--- config.mk ---
export PLATFORM = sky130hd
export DESIGN_NAME = vga_sync_decoder
export DESIGN_NICKNAME = d
export VERILOG_FILES = /design/src/rtl/vga_timing_pkg.sv /design/src/rtl/vga_sync_meter.sv /design/src/rtl/vga_sync_decoder.sv
export SDC_FILE = /design/constraint.sdc
export NUM_CORES = 1
export LEC_CHECK = 0
export BUFFER_PORTS_ARGS = -buffer_cell sky130_fd_sc_hd__clkbuf_2
export CAP_MARGIN = 25
export CELL_PAD_IN_SITES_DETAIL_PLACEMENT = 0
export CELL_PAD_IN_SITES_GLOBAL_PLACEMENT = 1
export CORE_MARGIN = 2
export CORE_UTILIZATION = 49
export CTS_BUF_LIST = sky130_fd_sc_hd__clkbuf_2
export CTS_CLUSTER_SIZE = 25
export DETAILED_ROUTE_END_ITERATION = 12
export HOLD_SLACK_MARGIN = 0.15
export PLACE_DENSITY_LB_ADDON = 0.1
export SYNTH_ARGS = -nofsm -noshare
export SYNTH_HDL_FRONTEND = slang
export SYNTH_HIERARCHICAL = 1
export SYNTH_SLANG_ARGS = --single-unit
--- constraint.sdc ---
create_clock -name clock_25 -period 2.71 [get_ports clock_25]
set_clock_uncertainty 0.1 [all_clocks]
set_input_delay 0.4065 -clock clock_25 [delete_from_list [all_inputs] [get_ports clock_25]]
set_output_delay 0.4065 -clock clock_25 [all_outputs]
set_load 0.03 [all_outputs]
--- src/rtl/vga_timing_pkg.sv ---
// -----------------------------------------------------------------------------
// vga_timing_pkg
// Shared 640x480 @ 25 MHz timing constants and the sync-decoder FSM state type.
// The VGA timing generator and the sync decoder both import this package so
// the line/frame geometry is defined in exactly one place.
// -----------------------------------------------------------------------------
package vga_timing_pkg;

  // Horizontal geometry, in pixels
  localparam int HD = 640;  // display
  localparam int HB = 16;   // display end -> hsync start
  localparam int HR = 96;   // hsync pulse width
  localparam int HF = 48;   // hsync end -> next display start
  localparam int HT = HD + HB + HR + HF;  // 800

  // Vertical geometry, in lines
  localparam int VD = 480;
  localparam int VB = 10;
  localparam int VR = 2;
  localparam int VF = 33;
  localparam int VT = VD + VB + VR + VF;  // 525

  // Decoder acquisition states
  typedef enum logic [1:0] {
    SEARCH = 2'd0,  // waiting for the first hsync edge
    HACQ   = 2'd1,  // qualifying consecutive lines
    VACQ   = 2'd2,  // qualifying one full frame
    LOCKED = 2'd3   // line and frame timing confirmed
  } sync_state_e;

endpackage

--- src/rtl/vga_sync_meter.sv ---
// -----------------------------------------------------------------------------
// vga_sync_meter
// Period and low-width counter for an active-low sync pulse.
//   clk, rst_n : clock, asynchronous active-low reset
//   step       : counting enable (one unit of time)
//   sync       : sync level, active low
//   fall       : falling edge of sync (must coincide with a step or be a
//                standalone event)
//   period     : steps since the last fall, saturating
//   width      : steps with sync low since the last fall, saturating
// The fall sample itself counts as the first unit of both measurements, so a
// pulse train with period P and low width R reads exactly P and R at the next
// fall.
// -----------------------------------------------------------------------------
module vga_sync_meter #(
  parameter int W = 11
) (
  input  logic         clk,
  input  logic         rst_n,
  input  logic         step,
  input  logic         sync,
  input  logic         fall,
  output logic [W-1:0] period,
  output logic [W-1:0] width
);

  localparam logic [W-1:0] CNT_MAX = '1;

  // NOTE: sequential state uses non-blocking assignments so every register in
  // the clock domain samples pre-edge values regardless of block ordering.
  always_ff @(posedge clk or negedge rst_n) begin
    if (!rst_n) begin
      period <= '0;
      width  <= '0;
    end else if (fall) begin
      period <= {{(W-1){1'b0}}, step};
      width  <= {{(W-1){1'b0}}, step};
    end else if (step) begin
      if (period != CNT_MAX) period <= period + W'(1);
      if (!sync && width != CNT_MAX) width <= width + W'(1);
    end
  end

endmodule

--- src/rtl/vga_sync_decoder.sv ---
// -----------------------------------------------------------------------------
// vga_sync_decoder
// Sink-side VGA timing recovery: consumes active-low hsync/vsync, rebuilds the
// pixel raster position, qualifies line and frame timing and reports lock.
//   clock_25  : system clock
//   reset_key : asynchronous active-low reset
//   pixel_ce  : pixel clock enable; nothing samples or counts without it
//   vga_hs    : horizontal sync, active low
//   vga_vs    : vertical sync, active low
//   pixel_x   : recovered column 0..HT-1, one clock after the sampling edge
//   pixel_y   : recovered line 0..VT-1
//   video_on  : locked and inside the visible HD x VD window
//   locked    : timing lock achieved
//   sync_err  : one-clock pulse on a timing violation outside SEARCH
//   err_count : (only with SYNC_ERR_COUNT_EN) saturating count of sync_err
//               pulses, cleared only by reset
// Optional feature macro: SYNC_ERR_COUNT_EN
// -----------------------------------------------------------------------------
module vga_sync_decoder #(
  parameter int HD         = vga_timing_pkg::HD,
  parameter int HB         = vga_timing_pkg::HB,
  parameter int HR         = vga_timing_pkg::HR,
  parameter int HF         = vga_timing_pkg::HF,
  parameter int VD         = vga_timing_pkg::VD,
  parameter int VB         = vga_timing_pkg::VB,
  parameter int VR         = vga_timing_pkg::VR,
  parameter int VF         = vga_timing_pkg::VF,
  parameter int LOCK_LINES = 4
) (
  input  logic       clock_25,
  input  logic       reset_key,
  input  logic       pixel_ce,
  input  logic       vga_hs,
  input  logic       vga_vs,
  output logic [9:0] pixel_x,
  output logic [9:0] pixel_y,
  output logic       video_on,
  output logic       locked,
  output logic       sync_err
`ifdef SYNC_ERR_COUNT_EN
  ,
  output logic [7:0] err_count
`endif
);

  import vga_timing_pkg::*;

  localparam int H_TOTAL = HD + HB + HR + HF;
  localparam int V_TOTAL = VD + VB + VR + VF;
  localparam int MW      = 11;

  localparam logic [9:0]    X_LOAD = 10'(HD + HB);
  localparam logic [9:0]    Y_LOAD = 10'(VD + VB);
  localparam logic [9:0]    X_LAST = 10'(H_TOTAL - 1);
  localparam logic [9:0]    Y_LAST = 10'(V_TOTAL - 1);
  localparam logic [7:0]    LL     = 8'(LOCK_LINES);
  localparam logic [MW-1:0] H_TMO  = MW'(2 * H_TOTAL);

  logic          hs_prev, vs_prev;
  logic          hs_fall, vs_fall;
  logic [MW-1:0] h_period, hs_width, v_lines, vs_width;
  logic          line_bad, frame_bad, frame_good, timeout;
  sync_state_e   state;
  logic [7:0]    good_lines;

  assign hs_fall = pixel_ce & hs_prev & ~vga_hs;
  assign vs_fall = pixel_ce & vs_prev & ~vga_vs;

  // Horizontal: one step per pixel. Vertical: one step per line (hs fall).
  vga_sync_meter #(.W(MW)) h_meter (
    .clk    (clock_25),
    .rst_n  (reset_key),
    .step   (pixel_ce),
    .sync   (vga_hs),
    .fall   (hs_fall),
    .period (h_period),
    .width  (hs_width)
  );

  vga_sync_meter #(.W(MW)) v_meter (
    .clk    (clock_25),
    .rst_n  (reset_key),
    .step   (hs_fall),
    .sync   (vga_vs),
    .fall   (vs_fall),
    .period (v_lines),
    .width  (vs_width)
  );

  // Judgements are only meaningful at the corresponding falling edge.
  assign line_bad   = hs_fall && !(h_period == MW'(H_TOTAL) && hs_width == MW'(HR));
  assign frame_good = (v_lines == MW'(V_TOTAL)) && (vs_width == MW'(VR));
  assign frame_bad  = vs_fall && !frame_good;
  assign timeout    = pixel_ce && (h_period >= H_TMO);

  // Edge history and raster counters; a sync fall re-phases its counter.
  always_ff @(posedge clock_25 or negedge reset_key) begin
    if (!reset_key) begin
      hs_prev <= 1'b1;
      vs_prev <= 1'b1;
      pixel_x <= '0;
      pixel_y <= '0;
    end else if (pixel_ce) begin
      hs_prev <= vga_hs;
      vs_prev <= vga_vs;
      if (hs_fall)                pixel_x <= X_LOAD;
      else if (pixel_x == X_LAST) pixel_x <= '0;
      else                        pixel_x <= pixel_x + 10'd1;
      if (vs_fall)                pixel_y <= Y_LOAD;
      else if (pixel_x == X_LAST) pixel_y <= (pixel_y == Y_LAST) ? '0 : pixel_y + 10'd1;
    end
  end

  // Acquisition FSM with registered locked/sync_err.
  always_ff @(posedge clock_25 or negedge reset_key) begin
    if (!reset_key) begin
      state      <= SEARCH;
      good_lines <= '0;
      locked     <= 1'b0;
      sync_err   <= 1'b0;
    end else begin
      // NOTE: sync_err is given its default before the case so every path
      // assigns it, which keeps the error a single-clock pulse.
      sync_err <= 1'b0;
      if (pixel_ce) begin
        unique case (state)
          SEARCH: begin
            // The first edge only starts the period measurement.
            if (hs_fall) begin
              state      <= HACQ;
              good_lines <= '0;
            end
          end
          HACQ: begin
            if (hs_fall) begin
              if (line_bad)              good_lines <= '0;
              else if (good_lines != LL) good_lines <= good_lines + 8'd1;
            end
            if (vs_fall && good_lines == LL && !line_bad) state <= VACQ;
          end
          VACQ: begin
            if (line_bad || frame_bad) begin
              state    <= SEARCH;
              sync_err <= 1'b1;
            end else if (vs_fall) begin
              state  <= LOCKED;
              locked <= 1'b1;
            end
          end
          LOCKED: begin
            if (line_bad || frame_bad) begin
              state    <= SEARCH;
              locked   <= 1'b0;
              sync_err <= 1'b1;
            end
          end
        endcase
        // Stuck or missing hsync: no edge for two full lines.
        if (state != SEARCH && timeout) begin
          state    <= SEARCH;
          locked   <= 1'b0;
          sync_err <= 1'b1;
        end
      end
    end
  end

  assign video_on = locked && (pixel_x < 10'(HD)) && (pixel_y < 10'(VD));

`ifdef SYNC_ERR_COUNT_EN
  always_ff @(posedge clock_25 or negedge reset_key) begin
    if (!reset_key)                        err_count <= '0;
    else if (sync_err && err_count != '1)  err_count <= err_count + 8'd1;
  end
`endif

endmodule

* Word-level counts from Yosys, hierarchy flattened *
Cells that the tools add are included.

cells by class
  add/subtract/negate cells = 7
  order comparisons = 3
  equal/unequal tests = 24
  muxes and demuxes = 38
  bitwise logic cells = 6
  reduce and logical (&&, ||, !) cells = 38

operators by type and width
  kind                                                          count
  2-to-1 mux 11 bit                                             12
  2-to-1 mux 10 bit                                             5
  adder 11 x 1 -> 11 bit (second input constant)                4
  != test 11 bit (second input constant)                        4
  2-to-1 mux 8 bit                                              4
  equality test 11 x 10 -> 1 bit (second input constant)        2
  adder 10 x 1 -> 10 bit (second input constant)                2
  equality test 10 bit (second input constant)                  2
  != test 3 bit (second input constant)                         6
  nonzero test 2 bit                                            9
  case mux 8 bit (2 select lines)                               1
  AND reduction 5 bit                                           3
  logical AND 1 bit                                             12
  2-to-1 mux 2 bit                                              6
  equality test 11 x 2 -> 1 bit (second input constant)         1
  equality test 11 x 7 -> 1 bit (second input constant)         1
  greater-or-equal comparator 11 bit (second input constant)    1
  less-than comparator 10 bit (second input constant)           1
  less-than comparator 10 x 9 -> 1 bit (second input constant)  1
  AND reduction 2 bit                                           5
  adder 8 x 1 -> 8 bit (second input constant)                  1
  equality test 8 x 3 -> 1 bit (second input constant)          1
  2-to-1 mux 1 bit                                              8
  != test 8 x 3 -> 1 bit (second input constant)                1
  13 further kinds                                              23

storage, ports and cells
  bits in registers = 78
  input port bits = 5

* Depth between registers and ports, before layout *
Gate-level depths: netlist of run 1.

  depth in word-level cells = 9
  depth in mapped cells = 9
  depth with buffers taken out = 7

* By module *
The synthesis of run 1 kept the hierarchy.

modules (own cells, without submodules)
  module            times used  cells an instance  area an instance (sq um)  sequential area each (sq um)
  vga_sync_meter    2           135                1,277.5                   550.5
  vga_sync_decoder  1           247                2,209.6                   853.3

* Least setup slack after synthesis of run 1 *
OpenSTA, ideal clock, no wires.

  kind = register to register
  start = register hs_prev
  end = register v_meter.period[8]
  library setup time = 0.077 ns
  arrival = 2.026 ns
  path slack = 0.507 ns
  stages on the path, launching flop included = 9
  path through = dfstp_2 > and2b_2 > nand2_1 > inv_1 > buf_2 > nand3_1 > nand2b_1 > or4_1 > a21oi_1

between the ends
  cells in the longest elaborated chain, start to end = 4

RTL lines
  item                           RTL line                 RTL
  start, declared                vga_sync_decoder.sv:59   logic hs_prev, vs_prev;
  start signal, assigned         vga_sync_decoder.sv:104  hs_prev <= vga_hs;
  AND 1 bit (2 in a row)         vga_sync_decoder.sv:66   assign hs_fall = pixel_ce & hs_prev & ~vga_hs;
  named net hs_fall              vga_sync_decoder.sv:60   logic hs_fall, vs_fall;
  nonzero test 2 bit (no line)   -
  AND reduction 2 bit (no line)  -
  end signal, assigned           vga_sync_meter.sv:36     period <= {{(W-1){1'b0}}, step};
  end signal, assigned           vga_sync_meter.sv:39     if (period != CNT_MAX) period <= period + W'(1);
  end, declared                  vga_sync_meter.sv:23     output logic [W-1:0] period,

The timed path passes the listed nets, and every way through them passes these cells.
A chain may end at the register's enable or synchronous reset.

* Final worst setup path of run 1 *
  start = input port vga_hs
  end = register state[1]

between the ends
  cells in the longest elaborated chain, start to end = 7
  elaborated cells between the ends (all ways) = 14

RTL lines
  item                                                                     RTL line                                                                   RTL
  start, declared                                                          vga_sync_decoder.sv:33                                                     input logic vga_hs,
  inverter 1 bit *                                                         vga_sync_decoder.sv:66
  AND 1 bit *                                                              vga_sync_decoder.sv:66
  named net hs_fall                                                        vga_sync_decoder.sv:60
  logical AND 1 bit                                                        vga_sync_decoder.sv:91                                                     assign line_bad = hs_fall && !(h_period == MW'(H_TOTAL) && hs_width == MW'(HR));
  logical OR 1 bit / logical NOT 1 bit (equally long branches)             vga_sync_decoder.sv:142, vga_sync_decoder.sv:151, vga_sync_decoder.sv:139
  2-to-1 mux 2 bit / logical AND 1 bit (equally long branches)             vga_sync_decoder.sv:142, vga_sync_decoder.sv:139
  case mux 2 bit (4 select lines) / != test 3 bit (equally long branches)  -
  2-to-1 mux 2 bit / AND reduction 5 bit (equally long branches)           -
  end signal, assigned                                                     vga_sync_decoder.sv:143                                                    state <= SEARCH;
  end signal, assigned                                                     vga_sync_decoder.sv:152                                                    state <= SEARCH;
  end signal, assigned                                                     vga_sync_decoder.sv:160                                                    state <= SEARCH;
  end, declared                                                            vga_sync_decoder.sv:63                                                     sync_state_e state;

The timed path passes the listed nets; every way through them passes the cells marked *.

==> results of run 1 <==
## path summary, 6_finish.rpt
kind                                      to  slack, ps
min in group asynchronous         pixel_x[5]        250
max reg2reg                         state[1]        220
min reg2reg                 v_meter/width[7]        450
min                               pixel_x[3]        190
max in group asynchronous  v_meter/period[1]       1620
max                                 state[1]        160
## what timing repair did
item | 4_1_cts | 5_1_grt
hold buffers | 3 | 0
endpoints found under the setup margin | 0 | 1
gates resized for setup | 0 | 1
endpoints found under the hold margin | 46 | 0
## metrics by stage
stage | instances | setup slack (ps) | hold slack, ps
2_1_floorplan | 517 | 507 | 10.9
3_3_place_gp | 662 | 225 | 320
3_5_place_dp | 662 | 116 | 325
4_1_cts | 681 | 133 | 164
5_1_grt | 681 | 102 | 165
6_report | 681 | 158 | 191
## cells by family after synthesis
family                     synth area share [%]
muxes                                      2.02
adders and majority gates                  2.36
AOI/OAI and AO/OA                          20.2
xor gates and xnor gates                   1.10
and+or+nand+nor                            28.6
DFF                                        41.0
buffers and inverters                      4.67
## worst register-to-register path, delay by kind of cell (launching register included)
| kind | cells | cell delay, ps |
|---|---|---|
| flops | 1 | 580 |
| buf+inv | 2 | 590 |
| simple gates | 3 | 590 |
| compound gates | 3 | 540 |
## routing by layer
metal  wire length, um  up-vias  part of all wire, %
met5                 0        -                    0
met4               124        0                  1.2
met3               326       11                  3.1
met2              4930       76                   47
met1              5190     1987                   49
li1                  -     2020                    -
## flip-flops by register name, indices dropped and copies added, names as in the netlist, 2 cells and up
signal / count
v_meter/width: 11
state: 2
v_meter/period: 11
h_meter/period: 11
h_meter/width: 11
good_lines: 8
pixel_y: 10
pixel_x: 10
## cell type report
type	instances	area [sq um]	share of cell area [%]
multi-input cells	396	2590	49.8
flip-flops and latches	78	1950	37.6
clock inverters	7	113	2.17
clock buffers	9	45.0	0.866
well taps	129	161	3.10
inverters	23	86.3	1.66
repair buffers	39	251	4.84
## cells in the mapped netlist, types with 3 or more instances
cell      count  share of area, %
nand2_1      44               3.5
nand3b_1      3              0.47
buf_2         5              0.53
nor2_1       41               3.2
o21ai_0      29               3.0
nand4_1      17               2.2
dfrtp_1      76                40
nor3_1       14               1.5
a41oi_1       5              0.92
and3_1       11               1.4
o41ai_1       3              0.55
inv_1        23               1.8
o31ai_1      20               3.2
xor2_1        4              0.74
a21oi_1      35               3.7
and2_1        5              0.66
a31oi_1       7              0.92
nor3_2        4              0.84
mux2_2        5               1.2
clkbuf_8      4               1.2
clkbuf_1      9              0.71
or4_1        10               1.6
nand3_1      29               3.0
nor4_1        3              0.39
nand2b_1     10               1.3
and4_1        7               1.3
or3_1         8               1.1
mux2i_1       4              0.84
a31o_2        6               1.1
ha_1          9               2.4
nand4b_1      3              0.55
o21a_1        3              0.47
a311oi_1      3              0.55
nor4bb_1      3              0.63
## cells in the final DEF, fill, tap and decap left out, types with 9 or more instances in the layout
master / n
nand3_1: 29
a21oi_1: 35
o21ai_0: 29
and3_1: 11
clkbuf_2: 35
dfrtp_1: 76
nand2b_1: 10
nor2_1: 41
nor3_1: 14
nand4_1: 17
nand2_1: 44
o31ai_1: 20
inv_1: 23
ha_1: 9
or4_1: 10
## power groups by stage
stage | clock network, W | logic, W | registers, W
2_1_floorplan | 0 | 0.000347 | 0.00151
3_3_place_gp | 0 | 0.000521 | 0.00150
3_5_place_dp | 0 | 0.000531 | 0.00151
4_1_cts | 0.000834 | 0.000541 | 0.00148
5_1_grt | 0.000897 | 0.000606 | 0.00152
6_report | 0.000810 | 0.000535 | 0.00149
==> flow_summary.yaml, run 1 <==
pwr:
  p_int_w: 0.00191
  fin_total_pwr_w: 0.00283
  seqPwrFrac_pct: 52.5
  powerDensity_nw_per_um2: 545
  combPwrFrac_pct: 18.9
  switching_share_pct: 32.7
  leakage_nw: 2.17
  power_switching_w: 0.000925
  ir_drop_mv: 0.265
  clock_power_share_pct: 28.6
cells_and_area:
  fillCellCount: 868
  nets: 561
  utilization_pct: 55.7
  syn_to_final_growth_pct: 9.11
  diodes: 0
  drive_gt1_share_pct: 16.3
  finalInstanceArea_sq_um: 5200
setup_path:
  crit_slowest_cell: "dlygate4sd3_1"
  cp_top_family: "buffers and inverters"
  timing.rr.start: "hs_prev"
  end_kind: "flop"
  worst-path-max-fanout: 29
  r2r_cells: 8
  path_class: "input pin to flop"
  cp_data_arrival_time_ps: 2880
  path_cells: "dlygate4sd3_1 > clkbuf_2 > and2b_2 > nand2_1 > inv_1 > buf_6 > o41ai_4 > and4_1 > a32oi_1 > o31ai_1"
  critPathLaunch: "vga_hs"
  path_depth: 10
  crit_required_ps: 3040
  cp_num_buf_inv: 4
  startpoint_type: "input pin"
  cpPeakStageDelay_ps: 540
global_route:
  grt_start_max_net_pins: 42
  grt-ovfl-total: 0
  groute.usage.overall_pct: 21.4
  top_usage_layer: "met2"
  grt_pass1_vias: 3818
  antenna_found_initial: 0
  met1_usage_pct: 30.2
  gr-usage-met3_pct: 2.85
  grt_pass1_wl_um: 18100
  grtUsageMet2_pct: 34.2
timing:
  rsz0062_at_grt: "false"
  tightest_slew_ps: 562
  finalCritPeriodShare_pct: 94.2
  final-max-slew-violation-count: 0
  setup-violations-final: 0
  slew_headroom_pct: 62.5
  hold_violations: 0
  tns_ps: 0
  fmax_mhz: 392
  finalCriticalPeriod_ps: 2550
clock_network:
  cts_tree: "yes"
  postCtsSetupRepairBufs: 0
  insertion_delay_ps: 540
  cts.sinks: 78
  clkTransAtPathRegs_ps: 220
  h-tree-depth: 3
  cts_buffers: 9
  cts_root_buffer: "clkbuf_2"
  cts.path.max_buffers: 2
detailed_routing:
  ant_nets: 0
  first_iter_violations: 209
  wl_per_cell_um: 15.5
  vias_per_cell: 6.01
  drc: 0
  totalWireLength_um: 10600
  dr_total_vias: 4094
  drtPass1Iterations: 5
die:
  num_rows: 35
  die_h_um: 103
  start_util_pct: 51.1
  io_pins: 28
  coreArea_sq_um: 9330
  fp.dieW_um: 103
  dieArea_sq_um: 10500
synthesis:
  syn_area_sq_um: 4760
  postSynth.asyncResetShare_pct: 100
  avgSynthCellArea_sq_um: 9.22
  yosysWarnings: 6
  syn_nets: 531
  synth_flop_cell: "dfrtp_1"
  ys_seq_area_share_pct: 41.0
  synth-edff-count: 0
  synthesis.instances: 517
  synth_cell_types: 72
  ys_seq_elements: 78
placement:
  hpwl_um: 7480
  io_buffers: 27
  place_area_sq_um: 5010
  gp_congestion: 0.820
hold_path:
  hold_depth: 4
  holdCritPathClass: "input pin to flop"
  min_from: "pixel_ce"
flow_run:
  maxCapViolCount: 0
outcome:
  status: "finished, final reports clean"
Power figures use the tool's default switching activity.
==> inputs of run 2 (changes only) <==
--- a/config.mk
+++ b/config.mk
@@ -17,4 +17,5 @@
 export HOLD_SLACK_MARGIN = 0.15
 export PLACE_DENSITY_LB_ADDON = 0.1
+export RECOVER_POWER = 50
 export SYNTH_ARGS = -nofsm -noshare
 export SYNTH_HDL_FRONTEND = slang
==> constraint.sdc (replaced) <==
create_clock -name clock_25 -period 2.71 [get_ports clock_25]
set_clock_uncertainty 0.1 [all_clocks]
set_input_delay 0.271 -clock clock_25 [delete_from_list [all_inputs] [get_ports clock_25]]
set_output_delay 0.271 -clock clock_25 [all_outputs]
set_load 0.03 [all_outputs]
==> run 2 against run 1 <==
Via count about the same. Utilization decreased by 0.32 points. Register-to-register slack improved by 70 ps.
==> flow_summary.yaml, run 2 (same netlist as run 1, synthesis figures left out) <==
outcome:
  status: "finished, final reports clean"
cells_and_area:
  regArea_sq_um: 1950
  drive_gt1_share_pct: 14.4
  fillCellCount: 889
  layout_common_cells: "dfrtp_1, nand2_1, nor2_1"
  final_common_cell: "dfrtp_1"
  syn_to_final_growth_pct: 8.48
  stdcell_count: 685
  diodes: 0
  multiInputGateArea_sq_um: 2590
  nets: 565
  finalInstanceArea_sq_um: 5170
pwr:
  seqPwrFrac_pct: 54.4
  fin_total_pwr_w: 0.00273
  powerDensity_nw_per_um2: 528
  combPwrFrac_pct: 19.9
  ir_drop_mv: 0.286
  switching_share_pct: 33.4
  leakage_nw: 2.14
  p_int_w: 0.00182
  power_switching_w: 0.000910
  clock_power_share_pct: 25.8
setup_path:
  r2r_cells: 7
  end_kind: "flop"
  startpoint_type: "input pin"
  timing.rr.start: "hs_prev"
  path_class: "input pin to flop"
  worst-path-max-fanout: 16
  r2r_slack_ps: 290
  timing.rr.end: "v_meter/period[8]"
  crit_required_ps: 3040
  cp_data_arrival_time_ps: 2770
detailed_routing:
  first_iter_violations: 177
  totalWireLength_um: 10600
  dr_total_vias: 4095
  vias_per_cell: 5.98
  drtPass1Iterations: 4
  wl_per_cell_um: 15.4
  ant_nets: 0
  drc: 0
timing:
  final-max-slew-violation-count: 0
  tightest_slew_ps: 1100
  finalCritPeriodShare_pct: 89.9
  hold_violations: 0
  fmax_mhz: 410
  slew_headroom_pct: 26.5
  setup-violations-final: 0
  finalCriticalPeriod_ps: 2440
  tns_ps: 0
  rsz0062_at_grt: "false"
global_route:
  antenna_found_initial: 0
  grt_pass1_wl_um: 18900
  grt_pass1_vias: 3975
  grt_start_max_net_pins: 45
  groute.usage.overall_pct: 22.2
  grt-ovfl-total: 0
die:
  dieArea_sq_um: 10500
  start_util_pct: 51.1
  coreArea_sq_um: 9330
  num_rows: 35
  io_pins: 28
  die_h_um: 103
  fp.dieW_um: 103
clock_network:
  cts_tree: "yes"
  postCtsSetupRepairBufs: 0
  cts_buffers: 9
  insertion_delay_ps: 510
  cts_root_buffer: "clkbuf_2"
  cts.sinks: 78
  h-tree-depth: 3
  clkTransAtPathRegs_ps: 220
  cts.path.max_buffers: 2
placement:
  gp_congestion: 0.814
  place_area_sq_um: 5010
  hpwl_um: 7550
  io_buffers: 27
  post-place-cells: 662
flow_run:
  maxCapViolCount: 0
hold_path:
  holdCritPathClass: "flop to flop"
  hold_depth: 1
  worstHoldEndpoint: "v_meter/width[7]"
  min_from: "v_meter/width[7]"
## run 2: cell count changes in the layout (fill, tap and decap cells not counted)
cell	previous run	this run
clkbuf_1	0	9
buf_4	8	5
clkbuf_2	35	32
dlygate4sd3_1	3	6
clkinv_1	1	3
buf_12	1	0
bufinv_16	3	2
clkinv_2	2	1
clkinv_4	1	0
## run 2: critical path: stages
cell,delay [ps]
dlygate4sd3_1,530
clkbuf_2,190
clkbuf_1,570
nand2_1,270
nor3_1,550
nand2_1,150
o311ai_1,250
## run 2: cell type report
cell class / instances / area share, %
clock buffer: 10 / 0.968
multi-input combinational: 396 / 50.1
clock inverter: 6 / 1.48
timing repair buffer: 43 / 4.89
sequential: 78 / 37.8
inverter: 23 / 1.67
tap: 129 / 3.12
## run 2: through the flow
step                hold WS (ps)  utilization, %  setup slack, ps
floorplan                   -125               -              507
global placement             169            53.7              326
detailed placement           175            53.7              258
CTS                          439            55.9              213
global route                 478            55.4             35.4
finish                       437            55.4              273
## run 2: how the worst max path moves through the flow
| stage | startpoint | endpoint |
|---|---|---|
| after global placement | hs_prev | state[1] |
| after global routing | pixel_ce | pixel_y[8] |
| after CTS | hs_prev | state[1] |
| final | pixel_ce | pixel_y[8] |
| after detailed placement | hs_prev | state[1] |
| after floorplan | hs_prev | v_meter/period[8] |
## run 2: per-layer routing
metal | global-route usage [%] | vias to the layer above | wire, um
li1 | - | 2020 | -
met1 | 32.6 | 2002 | 5310
met2 | 34.5 | 60 | 4870
met3 | 2.64 | 13 | 258
met4 | 6.46 | 0 | 124
met5 | 0 | - | 0
## run 2: power groups by stage
stage          combinational (W)  sequential (W)  clock, W
3_5_place_dp            0.000531         0.00150         0
5_1_grt                 0.000625         0.00152  0.000785
6_report                0.000542         0.00148  0.000703
3_3_place_gp            0.000521         0.00150         0
2_1_floorplan           0.000347         0.00151         0
4_1_cts                 0.000556         0.00148  0.000736
## run 2: repair_timing
item | CTS | global route
endpoints found under the hold margin | 86 | 0
resized for setup | 0 | 1
setup endpoints to repair | 0 | 1
hold buffers | 7 | 0
